<file path="src/rtl/tcp_header_tx.sv">
// tcp_header_tx: serializes a 20-byte TCP header MSB-first onto an
// 8-bit valid/ready byte stream, tx_last on byte 19.
// Ports: clk, rst_n (async, active low);
//   header side: hdr_valid/hdr_ready, src_port, dst_port, seq_num,
//     ack_num, flags, window_size, checksum_in, urgent_ptr, pseudo_sum;
//   stream side: tx_data, tx_valid, tx_ready, tx_last;
//   hdr_done: one-cycle pulse after the byte-19 beat.
// Macro TCP_TX_CSUM_EN: compute the checksum in-line from pseudo_sum
//   instead of forwarding checksum_in.
module tcp_header_tx #(
    parameter logic [3:0]  DATA_OFFSET = 4'd5,
    parameter int unsigned MIN_GAP     = 0
) (
    input  logic        clk,
    input  logic        rst_n,
    input  logic        hdr_valid,
    output logic        hdr_ready,
    input  logic [15:0] src_port,
    input  logic [15:0] dst_port,
    input  logic [31:0] seq_num,
    input  logic [31:0] ack_num,
    input  logic [8:0]  flags,
    input  logic [15:0] window_size,
    input  logic [15:0] checksum_in,
    input  logic [15:0] urgent_ptr,
    input  logic [15:0] pseudo_sum,
    output logic [7:0]  tx_data,
    output logic        tx_valid,
    input  logic        tx_ready,
    output logic        tx_last,
    output logic        hdr_done
);

    localparam logic [1:0] S_IDLE = 2'd0;
    localparam logic [1:0] S_SEND = 2'd1;
    localparam logic [1:0] S_GAP  = 2'd2;

    logic [1:0]   state;
    logic [4:0]   byte_cnt;
    logic [3:0]   gap_cnt;
    logic         valid_q;
    logic         done_q;
    logic [15:0]  src_q;
    logic [15:0]  dst_q;
    logic [31:0]  seq_q;
    logic [31:0]  ack_q;
    logic [8:0]   flags_q;
    logic [15:0]  win_q;
    logic [15:0]  urg_q;
    logic [15:0]  csum_field;
    logic [159:0] hdr_vec;
    logic [7:0]   byte_lsb;
    logic         capture;
    logic         beat;
    logic         last_beat;

    // hdr_ready is gated by rst_n so it reads 0 during reset
    assign hdr_ready = rst_n && (state == S_IDLE);
    assign capture   = hdr_valid && hdr_ready;
    assign beat      = valid_q && tx_ready;
    assign last_beat = beat && (byte_cnt == 5'd19);

    // Whole header as one vector, byte 0 in the top bits
    assign hdr_vec = {src_q, dst_q, seq_q, ack_q,
                      DATA_OFFSET, 3'b000, flags_q,
                      win_q, csum_field, urg_q};

    assign byte_lsb = {5'd19 - byte_cnt, 3'b000};
    assign tx_data  = valid_q ? hdr_vec[byte_lsb +: 8] : 8'h00;
    assign tx_valid = valid_q;
    assign tx_last  = valid_q && (byte_cnt == 5'd19);
    assign hdr_done = done_q;

`ifdef TCP_TX_CSUM_EN
    logic [15:0] acc;
    logic [16:0] seed_sum;
    logic [16:0] add_sum;
    logic [7:0]  word_lsb;
    logic [15:0] cur_word;
    logic        add_en;
    logic        unused_csum_in;

    assign unused_csum_in = ^checksum_in;

    // Word being completed by the current (odd) byte
    assign word_lsb = {4'd9 - byte_cnt[4:1], 4'b0000};
    assign cur_word = hdr_vec[word_lsb +: 16];
    assign seed_sum = {1'b0, pseudo_sum} + {1'b0, urgent_ptr};
    assign add_sum  = {1'b0, acc} + {1'b0, cur_word};
    // Words 0..7 only; the checksum word itself counts as zero
    assign add_en   = beat && byte_cnt[0] && (byte_cnt < 5'd16);

    // End-around carry on every addition
    always_ff @(posedge clk or negedge rst_n) begin
        if (!rst_n) begin
            acc <= '0;
        end else if (capture) begin
            acc <= seed_sum[15:0] + 16'(seed_sum[16]);
        end else if (add_en) begin
            acc <= add_sum[15:0] + 16'(add_sum[16]);
        end
    end

    assign csum_field = ~acc;
`else
    logic [15:0] csum_q;
    logic        unused_pseudo;

    assign unused_pseudo = ^pseudo_sum;

    always_ff @(posedge clk or negedge rst_n) begin
        if (!rst_n) begin
            csum_q <= '0;
        end else if (capture) begin
            csum_q <= checksum_in;
        end
    end

    assign csum_field = csum_q;
`endif

    always_ff @(posedge clk or negedge rst_n) begin
        if (!rst_n) begin
            src_q   <= '0;
            dst_q   <= '0;
            seq_q   <= '0;
            ack_q   <= '0;
            flags_q <= '0;
            win_q   <= '0;
            urg_q   <= '0;
        end else if (capture) begin
            src_q   <= src_port;
            dst_q   <= dst_port;
            seq_q   <= seq_num;
            ack_q   <= ack_num;
            flags_q <= flags;
            win_q   <= window_size;
            urg_q   <= urgent_ptr;
        end
    end

    always_ff @(posedge clk or negedge rst_n) begin
        if (!rst_n) begin
            state    <= S_IDLE;
            byte_cnt <= '0;
            gap_cnt  <= '0;
            valid_q  <= 1'b0;
            done_q   <= 1'b0;
        end else begin
            done_q <= last_beat;
            unique case (state)
                S_IDLE: begin
                    if (capture) begin
                        byte_cnt <= '0;
                        valid_q  <= 1'b1;
                        state    <= S_SEND;
                    end
                end
                S_SEND: begin
                    if (last_beat) begin
                        byte_cnt <= '0;
                        valid_q  <= 1'b0;
                        if (MIN_GAP > 0) begin
                            gap_cnt <= 4'(MIN_GAP - 1);
                            state   <= S_GAP;
                        end else begin
                            state   <= S_IDLE;
                        end
                    end else if (beat) begin
                        byte_cnt <= byte_cnt + 5'd1;
                    end
                end
                S_GAP: begin
                    if (gap_cnt == 4'd0) begin
                        state <= S_IDLE;
                    end else begin
                        gap_cnt <= gap_cnt - 4'd1;
                    end
                end
                default: state <= S_IDLE;
            endcase
        end
    end

endmodule

</file>
<file path="config.mk">
export PLATFORM = sky130hd
export DESIGN_NAME = tcp_header_tx
export DESIGN_NICKNAME = d
export VERILOG_FILES = /design/src/rtl/tcp_header_tx.sv
export SDC_FILE = /design/constraint.sdc
export NUM_CORES = 1
export LEC_CHECK = 0
export CAP_MARGIN = 25
export CORE_MARGIN = 5
export CORE_UTILIZATION = 30
export CTS_BUF_LIST = sky130_fd_sc_hd__clkbuf_16
export CTS_CLUSTER_DIAMETER = 200
export DETAILED_ROUTE_END_ITERATION = 10
export GPL_TIMING_DRIVEN = 1
export SLEW_MARGIN = 20
export SYNTH_ARGS = -nofsm -noshare
export SYNTH_HDL_FRONTEND = slang
export SYNTH_SLANG_ARGS = --single-unit
</file>
<file path="constraint.sdc">
create_clock -name clk -period 4.7 [get_ports clk]
set_input_delay 0.47 -clock clk [delete_from_list [all_inputs] [get_ports clk]]
set_output_delay 0.47 -clock clk [all_outputs]
set_load 0.05 [all_outputs]
</file>
==> reports/qor.txt <==
======================================================================================================
Run status                                                                                finished, final reports clean
Final core utilization                                                                           40.6%
Chip height                                                                                     167 um
Htree depth                                                                                          4
Final Slew Violations                                                                                0
Clock insertion delay at the later pin of the skew report                                      0.42 ns
Initial Utilization                                                                              30.4%
Fraction of final layout cells sized beyond drive strength 1                                     7.24%
Post-route minimum period                                                                      4.24 ns
Classification of the worst setup path                                                    flop to primary output
Core region area                                                                          0.0242 sq mm
Number of failing setup endpoints in the final timing report                                         0
Mapped cell area                                                                          0.00736 sq mm
Combined area of the multi-input logic cells                                              0.00314 sq mm
Net switching power of the design                                                              2.02 mW
Number of DRC markers after the initial detailed-route iteration                                   403
Type of origin of the critical path                                                               flop
Overall Power                                                                                  5.50 mW
Number of synthesized flops with an enable pin                                                       0
DR WL/cell                                                                                     16.0 um
Maximum number of pins on one net before global-route repair                                        95
Primary flip-flop cell chosen by synthesis mapping                                        sky130_fd_sc_hd__dfrtp_1
Antenna diode instance count                                                                         0
WP data arrival                                                                                3.77 ns
Post-synthesis net count                                                                           972
Clock transition at the register clock pins on the worst setup and hold paths after CTS        0.06 ns
Width of the chip                                                                               167 um
Total length of routed wires                                                                  20500 um
Clock net sink count                                                                               160
Top-area cell type share of the netlist area                                                     54.4%
Number of top-level pins                                                                           185
Die outline area                                                                          0.0278 sq mm
Upper clock frequency limit                                                                  0.236 GHz
Final #Nets                                                                                       1117
First-pass GRT wire length                                                                    33000 um
IO Port Bufs                                                                                       168
Crit Reg-Reg Startpoint                                                                   tx_valid$_DFFE_PN0P_
Class of the tightest hold or removal check                                               input port to async pin
Net switching share of the total power                                                           36.8%
Global placer's final weighted congestion                                                        0.793
Synth async-reset ratio                                                                           100%
Power share of the combinational group                                                           37.0%
Unrepaired setup endpoints after global routing                                                     no
Maximum ir drop on the vdd rail                                                               0.234 mV
Vias per std cell                                                                                 4.46
Area growth from synthesis to layout                                                             33.7%
Number of nets still failing antenna checks after routing                                            0
Design Area, Final                                                                        0.00984 sq mm
Setup TNS                                                                                         0 ns
Final Hold Vio Count                                                                                 0
Yosys warning total                                                                                  0
Final setup skew                                                                            0.00669 ns
Remaining global-route overflow                                                                      0
Number of antenna violations at the first check in global routing                                    0
CTS Buf Count                                                                                       17
Flop and latch count out of synthesis                                                              160
Max clock buf depth                                                                                  2
Static leakage                                                                                 4.71 nW
Sequential group share of total power                                                            39.8%
Filler instances                                                                                  2462
Number of global-route vias before repair                                                         5989
Rel. slew slack                                                                                  48.2%
Required @ worst endpoint                                                                      4.23 ns
Share of synthesized area occupied by flip-flops and latches                                     54.4%
HPWL after DPL                                                                                14200 um
Final cell count without fillers                                                                  1277
Root buf cell                                                                             sky130_fd_sc_hd__clkbuf_16
Count of maximum capacitance violations                                                              0
Post-CTS setup buffer count                                                                          0
Reg-to-Reg End                                                                            ack_q[6]$_DFFE_PN0P_
Rows                                                                                                57
Period Utilization, post-route                                                                   90.1%
DRT Pass-1 Iters                                                                                     4
Top cell type by total area after synthesis                                               sky130_fd_sc_hd__dfrtp_1
Clock tree from TritonCTS                                                                        built
Worst Tran Pin Value                                                                          0.778 ns
DRC violation count after routing                                                                    0
Cells resized by post-CTS repair                                                                     0
Reg-to-reg slack, setup                                                                        2.32 ns
Hold-fix buffers at CTS                                                                              0
Clock power frac                                                                                 23.2%
Power density normalized to cell area                                                      558 mW/mm^2
Count of cell types in the netlist                                                                  36
Top area cells in the synthesized netlist                                                 sky130_fd_sc_hd__dfrtp_1 (54%), sky130_fd_sc_hd__nand2_1 (24%), sky130_fd_sc_hd__mux4_2 (7.3%), sky130_fd_sc_hd__mux4_1 (2.5%), sky130_fd_sc_hd__clkbuf_1 (1.9%)
Number of cells after detailed placement                                                          1245
Worst-path fanout max                                                                               17
Syn avg cell area                                                                           9.25 sq um
Placed instance area                                                                      0.00929 sq mm
Vias post-DR                                                                                      5699
Area occupied by registers                                                                0.00401 sq mm
Critical Path End Type                                                                    primary output
Global-route usage over all layers                                                               15.0%
R2R depth                                                                                            6
Syn Inst Count                                                                                     796
Internal Power                                                                                 3.48 mW
======================================================================================================
## stage by stage
stage / hold WS [ns] / setup slack [ns]
3_5_place_dp: 0.454 / 0.921
4_1_cts: 0.117 / 0.467
5_1_grt: 0.151 / 0.207
6_report: 0.0954 / 0.464
3_3_place_gp: 0.450 / 0.945
2_1_floorplan: 0.174 / 1.22
## cells in the final DEF (no fill, tap or decap), types with 4 or more instances in the layout
master,Yosys,layout
sky130_fd_sc_hd__a211oi_1,7,7
sky130_fd_sc_hd__a21oi_1,10,10
sky130_fd_sc_hd__a22oi_1,6,6
sky130_fd_sc_hd__buf_4,3,5
sky130_fd_sc_hd__clkbuf_16,0,17
sky130_fd_sc_hd__clkdlybuf4s50_1,0,167
sky130_fd_sc_hd__clkinv_2,0,5
sky130_fd_sc_hd__clkinvlp_4,0,4
sky130_fd_sc_hd__dfrtp_1,160,158
sky130_fd_sc_hd__inv_1,3,5
sky130_fd_sc_hd__mux2i_1,10,10
sky130_fd_sc_hd__mux4_1,7,7
sky130_fd_sc_hd__mux4_2,24,24
sky130_fd_sc_hd__nand2_1,473,472
sky130_fd_sc_hd__nand3_1,5,5
sky130_fd_sc_hd__o211ai_1,7,7
sky130_fd_sc_hd__o21ai_0,4,4
## worst max-delay path: stages, from the launching register on
cell,delay (ns)
sky130_fd_sc_hd__dfrtp_1,0.50
sky130_fd_sc_hd__inv_1,0.28
sky130_fd_sc_hd__ha_1,0.80
sky130_fd_sc_hd__mux4_2,0.33
sky130_fd_sc_hd__mux2i_1,0.13
sky130_fd_sc_hd__or3_1,0.37
sky130_fd_sc_hd__nand3_1,0.07
sky130_fd_sc_hd__clkdlybuf4s50_1,0.87
## per-layer routing
metal  up-vias  track usage, %  part of all wire [%]
met5         -               0                     0
met4         0            2.56                  0.62
met3         9            4.24                   5.3
met2       128            22.8                    45
met1      2715            22.0                    49
li1       2847               -                     -
## how the worst max path moves through the flow
stage | slack (ns) | cells after the start | from | end
after CTS | 0.47 | 7 | byte_cnt[2]$_DFFE_PN0P_ | tx_data[6]
after global placement | 0.95 | 6 | byte_cnt[2]$_DFFE_PN0P_ | tx_data[0]
after global routing | 0.21 | 6 | byte_cnt[2]$_DFFE_PN0P_ | tx_data[1]
after detailed placement | 0.92 | 7 | byte_cnt[2]$_DFFE_PN0P_ | tx_data[6]
after floorplan | 1.22 | 8 | byte_cnt[2]$_DFFE_PN0P_ | tx_data[0]
final | 0.46 | 7 | byte_cnt[2]$_DFFE_PN0P_ | tx_data[6]
## cell type report
class,instances,share of cell area [%]
clock buffers,17,4.32
clock inverters,14,1.07
inverters,3,0.114
multi-input cells,584,31.9
flip-flops and latches,160,40.7
well taps,324,4.12
repair buffers,175,17.8
## power groups by stage
stage | sequential, mW | clock [mW] | combinational (mW)
after floorplan | 2.02 | 0 | 1.49
after global placement | 2.21 | 0 | 2.03
after detailed placement | 2.22 | 0 | 2.05
after CTS | 2.20 | 1.32 | 2.06
after global routing | 2.26 | 1.37 | 2.23
final | 2.19 | 1.27 | 2.04
## sequential cells by signal, summed over array words and instances, names as in the netlist
name / count
seq_q: 32
urg_q: 16
win_q: 16
byte_cnt: 5
flags_q: 9
ack_q: 32
csum_field: 16
src_q: 16
hdr_done: 1
dst_q: 16
tx_valid: 1
## logic make-up (layout without fill, tap and decap cells)
| group | after synthesis | count (layout) | synth area share (%) |
|---|---|---|---|
| AND/OR/NAND/NOR | 498 | 498 | 26.3 |
| flip-flops | 160 | 160 | 54.4 |
| buffers and inverters | 52 | 209 | 3.14 |
| multiplexers | 44 | 44 | 12.0 |
| AO/OA/AOI/OAI | 35 | 35 | 3.09 |
| XOR/XNOR | 4 | 4 | 0.476 |
| adder cells (fa/ha/maj) | 3 | 3 | 0.510 |
## Yosys cell counts (2+ instances only)
master	instances
sky130_fd_sc_hd__mux4_2	24
sky130_fd_sc_hd__mux4_1	7
sky130_fd_sc_hd__clkbuf_1	37
sky130_fd_sc_hd__buf_2	5
sky130_fd_sc_hd__nand3_1	5
sky130_fd_sc_hd__o21ai_0	4
sky130_fd_sc_hd__mux2i_1	10
sky130_fd_sc_hd__mux4_4	2
sky130_fd_sc_hd__nor3b_1	2
sky130_fd_sc_hd__ha_1	3
sky130_fd_sc_hd__a22oi_1	6
sky130_fd_sc_hd__o211ai_1	7
sky130_fd_sc_hd__nor2_1	3
sky130_fd_sc_hd__a21oi_1	10
sky130_fd_sc_hd__buf_4	3
sky130_fd_sc_hd__and4_1	3
sky130_fd_sc_hd__or3_1	2
sky130_fd_sc_hd__dfrtp_1	160
sky130_fd_sc_hd__buf_1	2
sky130_fd_sc_hd__a211oi_1	7
sky130_fd_sc_hd__and2_1	3
sky130_fd_sc_hd__nand2_1	473
sky130_fd_sc_hd__xnor2_1	3
sky130_fd_sc_hd__inv_1	3
(Power assumes the default switching activity.)
